[src/rtl/game_stats_bcd.sv]
// game_stats_bcd: speed / fuel / score tracker for the racing-game HUD, with collision hold-off FSM.
// Ports: clk, resetN (async active-low); startOfFrame, onesec, fueltank pulses; collision level;
//   playerSpeed[3:0]; outputs score_bcd, fuel_bcd, speed_bcd, fuel_zero, win (+ time_bcd with LAP_TIMER_EN).
// Latency: every event is visible on the outputs one cycle after it is sampled.
// Optional feature macro: LAP_TIMER_EN adds the mm:ss BCD lap timer and the time_bcd port.
module game_stats_bcd #(
   parameter int SCORE_DIGITS  = 4,
   parameter int TARGET_SCORE  = 500,
   parameter int FUEL_MAX      = 99,
   parameter int SPEED_SCALE   = 40,
   parameter int SPEED_STEP    = 2,
   parameter int HIGH_THRESH   = 5,
   parameter int BURN_HIGH     = 3,
   parameter int BURN_LOW      = 2,
   parameter int BURN_IDLE     = 1,
   parameter int CRASH_PENALTY = 10,
   parameter int REFUEL_AMOUNT = 20,
   parameter int HOLDOFF_SEC   = 1
) (
   input  logic                      clk,
   input  logic                      resetN,
   input  logic                      startOfFrame,
   input  logic                      onesec,
   input  logic                      collision,
   input  logic                      fueltank,
   input  logic [3:0]                playerSpeed,
   output logic [4*SCORE_DIGITS-1:0] score_bcd,
   output logic [7:0]                fuel_bcd,
   output logic [11:0]               speed_bcd,
   output logic                      fuel_zero,
   output logic                      win
`ifdef LAP_TIMER_EN
   ,
   output logic [15:0]               time_bcd
`endif
);

   function automatic int pow10(input int n);
      int r;
      r = 1;
      for (int i = 0; i < n; i++) r = r * 10;
      return r;
   endfunction

   localparam int SCORE_MAX = pow10(SCORE_DIGITS) - 1;
   localparam int SCORE_W   = $clog2(SCORE_MAX + 1);
   localparam logic [SCORE_W:0]          SCORE_MAX_V = SCORE_MAX[SCORE_W:0];
   localparam logic [4*SCORE_DIGITS-1:0] ALL_NINES   = {SCORE_DIGITS{4'h9}};
   localparam logic signed [9:0]         FUEL_MAX_S  = 10'(FUEL_MAX);
   localparam logic [9:0]                STEP        = 10'(SPEED_STEP);
   localparam logic [3:0]                HOLD_MAX    = 4'(HOLDOFF_SEC);
   localparam logic [3:0]                HOLD_LAST   = 4'(HOLDOFF_SEC - 1);

   typedef enum logic [1:0] {
      ST_RUN     = 2'd0,
      ST_HOLDOFF = 2'd1,
      ST_OVER    = 2'd2
   } state_t;

   state_t                    state_q, state_d;
   logic [3:0]                hold_q, hold_d;
   logic [6:0]                fuel_q, fuel_d;
   logic [9:0]                speed_q, speed_d;
   logic [SCORE_W-1:0]        score_bin_q, score_bin_d;
   logic [4*SCORE_DIGITS-1:0] score_bcd_q, score_bcd_d;
   logic                      fuel_zero_q, fuel_zero_d;
   logic                      win_q, win_d;

   // FSM decodes
   logic crash_acc;   // collision accepted this cycle (RUN only)
   logic in_over;
   logic in_play;

   // ---------------- FSM: state register ----------------
   always_ff @(posedge clk or negedge resetN) begin
      if (!resetN) begin
         state_q <= ST_RUN;
      end else begin
         state_q <= state_d;
      end
   end

   // ---------------- FSM: next state ----------------
   always_comb begin
      state_d = state_q;
      case (state_q)
         ST_RUN: begin
            if (collision) state_d = ST_HOLDOFF;
         end
         ST_HOLDOFF: begin
            // Leave only on a second pulse once the hold-off has elapsed and the
            // player is clear; otherwise wait for the next pulse.
            if (onesec && (hold_q >= HOLD_LAST) && !collision) state_d = ST_RUN;
         end
         ST_OVER: state_d = ST_OVER;
         default: state_d = ST_RUN;
      endcase
      if (fuel_d == 7'd0) state_d = ST_OVER;
   end

   // ---------------- FSM: outputs ----------------
   always_comb begin
      crash_acc = 1'b0;
      in_over   = 1'b0;
      case (state_q)
         ST_RUN:  crash_acc = collision;
         ST_OVER: in_over   = 1'b1;
         default: ;
      endcase
      in_play = ~in_over;
   end

   // Hold-off second counter, saturating at HOLDOFF_SEC while collision persists.
   always_comb begin
      hold_d = hold_q;
      if (crash_acc) begin
         hold_d = 4'd0;
      end else if (state_q == ST_HOLDOFF && onesec && hold_q < HOLD_MAX) begin
         hold_d = hold_q + 4'd1;
      end
   end

   // ---------------- Fuel ----------------
   logic [7:0]        refuel, penalty, burn;
   logic signed [9:0] fuel_sum;

   always_comb begin
      if (int'(playerSpeed) > HIGH_THRESH) burn = 8'(BURN_HIGH);
      else if (playerSpeed != 4'd0)        burn = 8'(BURN_LOW);
      else                                 burn = 8'(BURN_IDLE);
      refuel  = (fueltank && in_play) ? 8'(REFUEL_AMOUNT) : 8'd0;
      penalty = crash_acc             ? 8'(CRASH_PENALTY) : 8'd0;
      if (!(onesec && in_play)) burn = 8'd0;
      // All same-cycle events are summed before clamping, so order does not matter.
      fuel_sum = $signed({3'b000, fuel_q}) + $signed({2'b00, refuel})
               - $signed({2'b00, penalty}) - $signed({2'b00, burn});
      if (fuel_sum < 10'sd0)           fuel_d = 7'd0;
      else if (fuel_sum > FUEL_MAX_S)  fuel_d = FUEL_MAX_S[6:0];
      else                             fuel_d = fuel_sum[6:0];
   end

   // ---------------- Speed ----------------
   logic [9:0] speed_tgt;

   always_comb begin
      speed_tgt = in_over ? 10'd0 : 10'(int'(playerSpeed) * SPEED_SCALE);
      speed_d   = speed_q;
      if (crash_acc) begin
         speed_d = 10'd0;
      end else if (startOfFrame) begin
         if (speed_q < speed_tgt) begin
            speed_d = (speed_tgt - speed_q <= STEP) ? speed_tgt : speed_q + STEP;
         end else if (speed_q > speed_tgt) begin
            speed_d = (speed_q - speed_tgt <= STEP) ? speed_tgt : speed_q - STEP;
         end
      end
   end

   // ---------------- Score ----------------
   logic [SCORE_W:0]          score_sum;
   logic [SCORE_W:0]          ps_ext;
   logic [4*SCORE_DIGITS-1:0] bcd_sum;
   logic [4:0]                carry;
   logic [4:0]                dsum;

   always_comb begin
      ps_ext      = '0;
      ps_ext[3:0] = playerSpeed;
      score_sum   = {1'b0, score_bin_q} + ps_ext;
      // Decimal ripple add: playerSpeed enters digit 0 directly (up to 9+15=24),
      // so the first carry can be 2; later carries are 0 or 1.
      bcd_sum = score_bcd_q;
      carry   = {1'b0, playerSpeed};
      dsum    = 5'd0;
      for (int i = 0; i < SCORE_DIGITS; i++) begin
         dsum = {1'b0, score_bcd_q[4*i +: 4]} + carry;
         if (dsum >= 5'd20) begin
            bcd_sum[4*i +: 4] = 4'(dsum - 5'd20);
            carry             = 5'd2;
         end else if (dsum >= 5'd10) begin
            bcd_sum[4*i +: 4] = 4'(dsum - 5'd10);
            carry             = 5'd1;
         end else begin
            bcd_sum[4*i +: 4] = dsum[3:0];
            carry             = 5'd0;
         end
      end
      score_bin_d = score_bin_q;
      score_bcd_d = score_bcd_q;
      if (onesec && in_play) begin
         if (score_sum > SCORE_MAX_V || carry != 5'd0) begin
            score_bin_d = SCORE_MAX_V[SCORE_W-1:0];
            score_bcd_d = ALL_NINES;
         end else begin
            score_bin_d = score_sum[SCORE_W-1:0];
            score_bcd_d = bcd_sum;
         end
      end
   end

   // ---------------- Sticky flags ----------------
   always_comb begin
      fuel_zero_d = fuel_zero_q | (fuel_d == 7'd0);
      win_d       = win_q | (int'(score_bin_d) >= TARGET_SCORE);
   end

   // ---------------- Datapath registers ----------------
   always_ff @(posedge clk or negedge resetN) begin
      if (!resetN) begin
         hold_q      <= 4'd0;
         fuel_q      <= FUEL_MAX_S[6:0];
         speed_q     <= 10'd0;
         score_bin_q <= '0;
         score_bcd_q <= '0;
         fuel_zero_q <= 1'b0;
         win_q       <= 1'b0;
      end else begin
         hold_q      <= hold_d;
         fuel_q      <= fuel_d;
         speed_q     <= speed_d;
         score_bin_q <= score_bin_d;
         score_bcd_q <= score_bcd_d;
         fuel_zero_q <= fuel_zero_d;
         win_q       <= win_d;
      end
   end

`ifdef LAP_TIMER_EN
   // mm:ss BCD timer, saturating at 99:59.
   logic [15:0] time_q, time_d;

   always_comb begin
      time_d = time_q;
      if (onesec && in_play && time_q != 16'h9959) begin
         if (time_q[3:0] != 4'd9) begin
            time_d[3:0] = time_q[3:0] + 4'd1;
         end else begin
            time_d[3:0] = 4'd0;
            if (time_q[7:4] != 4'd5) begin
               time_d[7:4] = time_q[7:4] + 4'd1;
            end else begin
               time_d[7:4] = 4'd0;
               if (time_q[11:8] != 4'd9) begin
                  time_d[11:8] = time_q[11:8] + 4'd1;
               end else begin
                  time_d[11:8]  = 4'd0;
                  time_d[15:12] = time_q[15:12] + 4'd1;
               end
            end
         end
      end
   end

   always_ff @(posedge clk or negedge resetN) begin
      if (!resetN) time_q <= 16'h0000;
      else         time_q <= time_d;
   end

   assign time_bcd = time_q;
`endif

   // ---------------- Output formatting ----------------
   assign score_bcd = score_bcd_q;
   assign fuel_bcd  = {4'(fuel_q / 7'd10), 4'(fuel_q % 7'd10)};
   assign speed_bcd = {4'(speed_q / 10'd100), 4'((speed_q / 10'd10) % 10'd10), 4'(speed_q % 10'd10)};
   assign fuel_zero = fuel_zero_q;
   assign win       = win_q;

endmodule
[config.mk]
export PLATFORM = sky130hd
export DESIGN_NAME = game_stats_bcd
export DESIGN_NICKNAME = d
export VERILOG_FILES = /design/src/rtl/game_stats_bcd.sv
export SDC_FILE = /design/constraint.sdc
export NUM_CORES = 1
export LEC_CHECK = 0
export BUFFER_PORTS_ARGS = -buffer_cell sky130_fd_sc_hd__clkbuf_2
export CORE_MARGIN = 2
export CORE_UTILIZATION = 55
export CTS_BUF_LIST = sky130_fd_sc_hd__clkbuf_2 sky130_fd_sc_hd__clkbuf_4 sky130_fd_sc_hd__clkbuf_8
export CTS_CLUSTER_DIAMETER = 200
export DETAILED_ROUTE_END_ITERATION = 7
export GPL_TIMING_DRIVEN = 0
export HOLD_SLACK_MARGIN = 0.12
export PLACE_DENSITY_LB_ADDON = 0.1
export SETUP_SLACK_MARGIN = 0.5
export SLEW_MARGIN = 20
export SYNTH_ARGS = -nofsm -noshare
export SYNTH_HDL_FRONTEND = slang
export SYNTH_SLANG_ARGS = --single-unit
[constraint.sdc]
create_clock -name clk -period 8.7 [get_ports clk]
set_input_delay 0 -clock clk [delete_from_list [all_inputs] [get_ports clk]]
set_output_delay 0 -clock clk [all_outputs]
set_load 0.005 [all_outputs]
# [Word-level counts from Yosys, hierarchy flattened]
# Index checks and enable logic that the tools add are counted.
# Widths: inputs -> output; s select.
[totals] regBits=55 latchBits=0 mem_bits_rw=0 rom_bits=0 in_bits=10 output_inout_bits=38 word_cells=120 n_memories=0
[op_classes] addsub=21 n_mul=1 div_mod_pow=6 order_cmp=19 n_eq_ne=4 shift=0 n_mux=41 bitwise=3 n_reduce_logical=17
[op_table] op="$mux 10" n=7
[op_table] op="$mux 4" n=11
[op_table] op="$mux 14" n=2
[op_table] op="$ge 5x4->1 const B" n=4
[op_table] op="$ge 5x5->1 const B" n=4
[op_table] op="$le 10x2->1 const B" n=2
[op_table] op="$mod 10x4->10 const B" n=2
[op_table] op="$sub 10x10->10" n=2
[op_table] op="$mux 16" n=1
[op_table] op="$mux 2" n=8
[op_table] op="$sub 4x3->4 const B" n=4
[op_table] op="$sub 4x4->4 const B" n=4
[op_table] op="$add 14x4->15" n=1
[op_table] op="$gt 15x14->1 const B" n=1
[op_table] op="$ge 14x9->1 const B" n=1
[op_table] op="$mux 7" n=2
[op_table] op="$add 10x2->10 const B" n=1
[op_table] op="$add 4x2->5" n=2
[op_table] op="$div 10x4->10 const B" n=1
[op_table] op="$div 10x7->10 const B" n=1
[op_table] op="$gt 10x10->1" n=1
[op_table] op="$gt 10x8->1 const B" n=1
[op_table] op="$lt 10x1->1 const B" n=1
[op_table] op="$lt 10x10->1" n=1
[op_table] op="other kinds (33)" n=47

# [Logic depth before layout (Yosys ltp)]
[logic_depth] word_depth=22 ltp_mapped=47 depth_no_buf=46

# [Worst setup path after synthesis]
# OpenSTA, ideal clock, no wires.
[synth_timing] path_type="reg-to-reg" start="reg score_bcd_q[1], in the netlist score_bcd[1]" end="reg win_q, in the netlist win" setup_ps=130 arrival_time_ps=7517 required_time_ps=8570 slack_ps=1052 stages_incl_launch_ff=46 n_path_buf=2 synth_period_minus_slack_ps=7648 path_cell_list="dfrtp_1 -> ha_1 -> a21o_1 -> a21oi_1 -> xnor2_1 -> inv_1 -> ha_1 -> nand2_1 -> nand2_1 -> nor2_1 -> nor2_1 -> a21oi_1 -> ha_1 -> inv_1 -> fa_1 -> xnor2_1 -> inv_1 -> ha_1 -> (+10 left out) -> o21a_1 -> nor2_1 -> ha_1 -> inv_1 -> fa_1 -> xnor2_1 -> inv_1 -> ha_1 -> inv_1 -> o21ai_0 -> nand2_1 -> nand2_1 -> or4_1 -> clkbuf_1 -> clkbuf_1 -> o22a_1 -> nor3_1 -> nand3_1"
[synth_via] elab_chain_len=22 word_cells_on_any_way=26 cone_classes="add/sub: 4; order compare: 9; mux: 10; bitwise: 1; reduce/logical: 2"
[synth_rtl] item="start: declaration" line_no="65" text="logic [4*SCORE_DIGITS-1:0] score_bcd_q, score_bcd_d;"
[synth_rtl] item="start signal: assignment" line_no="222" text="score_bcd_q <= score_bcd_d;"
[synth_rtl] item="$add 4x4->5 (*)" line_no="176" text="dsum = {1'b0, score_bcd_q[4*i +: 4]} + carry;"
[synth_rtl] item="$ge 5x4->1" line_no="180" text="end else if (dsum >= 5'd10) begin"
[synth_rtl] item="$mux 1" line_no="180"
[synth_rtl] item="$mux 5 (*)" line_no="177" text="if (dsum >= 5'd20) begin"
[synth_rtl] item="$add 4x5->5 (*)" line_no="176"
[synth_rtl] item="$ge 5x4->1" line_no="180"
[synth_rtl] item="$mux 1" line_no="180"
[synth_rtl] item="$mux 2 (*)" line_no="177"
[synth_rtl] item="(+8 left out)"
[synth_rtl] item="$reduce_bool 5->1 (*)" line_no="191" text="if (score_sum > SCORE_MAX_V || carry != 5'd0) begin"
[synth_rtl] item="$logic_or 1x1->1 (*)" line_no="191"
[synth_rtl] item="$mux 14 (*)" line_no="191"
[synth_rtl] item="$mux 14 (*)" line_no="190" text="if (onesec && in_play) begin"
[synth_rtl] item="via score_bin_d[13]" line_no="64" text="logic [SCORE_W-1:0] score_bin_q, score_bin_d;"
[synth_rtl] item="$ge 14x9->1 (*)" line_no="204" text="win_d = win_q | (int'(score_bin_d) >= TARGET_SCORE);"
[synth_rtl] item="$or 1x1->1 (*)" line_no="204"
[synth_rtl] item="via win_d" line_no="67" text="logic win_q, win_d;"
[synth_rtl] item="end signal: assignment" line_no="224" text="win_q <= win_d;"
[synth_rtl] item="end: declaration" line_no="67"
# Mark *: on every way through the listed nets, which the timed path passes. The rest lies on a longest branch.
# A chain may end at the register's enable or synchronous reset.

# [Worst setup path in the final report]
# Ends and elaborated chain as after synthesis.

==> results.tsv <==
stage	metric	value	unit
worst_setup_path	start_kind	register	
route	via_count	7040	
worst_setup_path	r2r_end	win	
global_routing	antenna_found_initial	0	
sta	finClkSkew	7.79	ps
route	drtIter0Drc	691	
worst_setup_path	required	8900	ps
placement	routabilityCongestion	0.922	
synthesis	synth-edff-count	0	
sta	rsz0062_at_grt	no	
die	core-area	12500	sq um
synthesis	synthDistinctLibCells	86	
synthesis	yosysMostFrequentCell	nor2_1	
route	drtAntennaViolNets	0	
worst_hold_path	hold_start	playerSpeed[0]	
sta	tightestPinTransition	825	ps
status	run_status	complete, no violations	
worst_setup_path	crit_cells	46	
global_routing	grt_pass1_wl	30800	um
sta	setup_viol	0	
route	routed_via_density	5.97	
synthesis	synthesis.area	6990	sq um
global_routing	grt_usage	27.4	%
worst_setup_path	crit_type	reg2reg	
route	wirelength	18900	um
clocking	cts-root-buf	clkbuf_8	
die	pin_count	48	
worst_setup_path	path_buf_inv	9	
worst_setup_path	reg2reg_from	score_bcd[1]	
job	drv_cap	0	
clocking	clkTransAtPathRegs	100	ps
clocking	cts_sinks	50	
synthesis	ys_seq_area_share	18.0	%
finish	diodes	0	
clocking	clock_latency	310	ps
global_routing	overflow	0	
die	fp.dieArea	13600	sq um
finish	nets	1092	
sta	min_period	7970	ps
finish	fill_cells	1146	
sta	tns	0	ps
worst_hold_path	holdCritPathClass	in2reg	
clocking	numCtsBuffers	5	
worst_setup_path	path_max_fanout	4	
sta	timing.fmax	125	MHz
sta	drv_slew	0	
die	die_w	117	um
worst_setup_path	ff2ff_path_depth	46	
synthesis	async_flop_share	100	%
synthesis	synth_ff_type	dfrtp_1	
synthesis	synth.net_count	1016	
die	initial_core_util	55.8	%
synthesis	synthDominantCellAreaShare	16.5	%
clocking	clk_path_buf_depth	2	
synthesis	synth.area.top_cells	dfrtp_1 16%, ha_1 12%, nor2_1 5.1%, nand2_1 4.8%, xnor2_1 4.6%	
sta	final_hold_viol_count	0	
synthesis	synth-seq-cells	50	
finish	register_area	1260	sq um
finish	area_growth	13.3	%
sta	fin_crit_sh	91.6	%
worst_setup_path	cp-endpoint	win	
worst_setup_path	reg2reg_slack	730	ps
finish	multiInputGateArea	5400	sq um
worst_setup_path	path_delay_family	adder cells	
finish	final_core_util	63.3	%
placement	portBuffers	46	
worst_setup_path	cp.arrival	8170	ps
die	rows	41	
worst_setup_path	crit_start	score_bcd[1]	
worst_setup_path	endpoint_kind	register	
synthesis	synth.avg_cell_area	7.51	sq um
synthesis	synth_cells	931	
synthesis	yosys-top-cells-count	95 x nor2_1, 89 x nand2_1, 78 x inv_1	
clocking	htree_levels	2	
global_routing	grt_pass1_vias	6535	
worst_setup_path	crit_slowest_cell	or4_4	
worst_setup_path	cpPeakStageDelay	580	ps
synthesis	synth_top_cell_by_area	dfrtp_1	
route	drc	0	
route	post_drt_wl_per_cell	16.0	um
finish	final_layout_size_suffix_gt1_share	17.0	%
clocking	cts_tree	yes	
synthesis	yosys_warnings	0	
route	drtPass1Iterations	5	
die	die_y	117	um
global_routing	grt_max_degree	51	
sta	slew_headroom	44.3	%
placement	hpwl	13800	um
-- per-layer routing --
layer / track usage (%) / routed length [um] / part of all wire [%]
met2: 47.4 / 9110 / 48
met1: 36.7 / 8490 / 45
met3: 2.80 / 928 / 4.9
met5: 0 / 0 / 0
met4: 7.29 / 370 / 2.0
-- cell type report --
cell class	instances	area share [%]
Sequential cell	50	15.9
Clock buffer	6	0.964
Tap cell	172	2.72
Buffer	43	2.72
Multi-Input combinational cell	756	68.2
Inverter	82	3.89
Clock inverter	2	0.474
Timing Repair Buffer	69	5.18
-- worst min-delay path by stage --
stage / end / slack (ps) / depth (start not counted)
6_report: score_bin_q[0] / 160 / 3
5_1_grt: score_bin_q[0] / 170 / 3
4_1_cts: score_bin_q[0] / 150 / 3
3_5_place_dp: score_bin_q[9] / 130 / 1
3_3_place_gp: state_q[0] / 310 / 3
2_1_floorplan: fuel_q[2] / -300 / 0
-- sequential cells by signal, indices dropped and copies added, names as in the netlist --
signal       cells
score_bcd       16
score_bin_q     14
speed_q          9
fuel_q           7
state_q          2
fuel_zero        1
win              1
-- layout by cell type, fill, tap and decap left out, types with 21 or more instances in the layout --
| cell | n |
|---|---|
| dfrtp_1 | 46 |
| xor2_1 | 22 |
| nand2_1 | 87 |
| a21oi_1 | 56 |
| ha_1 | 59 |
| nor3_1 | 21 |
| o21ai_0 | 53 |
| nor2_1 | 90 |
| xnor2_1 | 33 |
| inv_1 | 74 |
| clkbuf_2 | 47 |
| buf_4 | 24 |
| a21o_1 | 22 |
-- cell families after synthesis --
| kind of cell | synth area share [%] |
|---|---|
| AND/OR/NAND/NOR | 20.8 |
| XOR/XNOR | 7.52 |
| AO/OA/AOI/OAI | 29.7 |
| other | 0.0537 |
| flip-flops | 18.0 |
| adder cells (fa/ha/maj) | 14.5 |
| buffers and inverters | 7.29 |
| multiplexers | 2.13 |
-- worst register-to-register path: cells and delay by family (launching register included) --
kind | cells | cell delay (ps)
buffers and inverters | 9 | 750
adders and majority gates | 11 | 2740
AOI/OAI and AO/OA | 9 | 1480
DFF | 1 | 410
and+or+nand+nor | 13 | 1810
xor gates and xnor gates | 4 | 660
-- through the flow --
| stage | worst slack [ps] | hold slack (ps) | instances | instance area (sq um) |
|---|---|---|---|---|
| 2_1_floorplan | 1050 | -296 | 931 | 6990 |
| 3_3_place_gp | -144 | 309 | 1149 | 7430 |
| 3_5_place_dp | -273 | 132 | 1149 | 7440 |
| 4_1_cts | 509 | 153 | 1167 | 7680 |
| 5_1_grt | 310 | 169 | 1180 | 7920 |
| 6_report | 730 | 161 | 1180 | 7920 |
-- repair_timing --
| action | in CTS | in global routing |
|---|---|---|
| setup buffers | 7 | 12 |
| resized for setup | 13 | 46 |
| endpoints found under the setup margin | 29 | 31 |
| hold endpoints to repair | 47 | 0 |
| gates cloned | 0 | 1 |
| pin swaps | 4 | 22 |
| hold buffers | 3 | 0 |
Power is left out: the tool's default activity adds up to more than one toggle a clock period on the data nets, which glitch-free logic cannot reach.
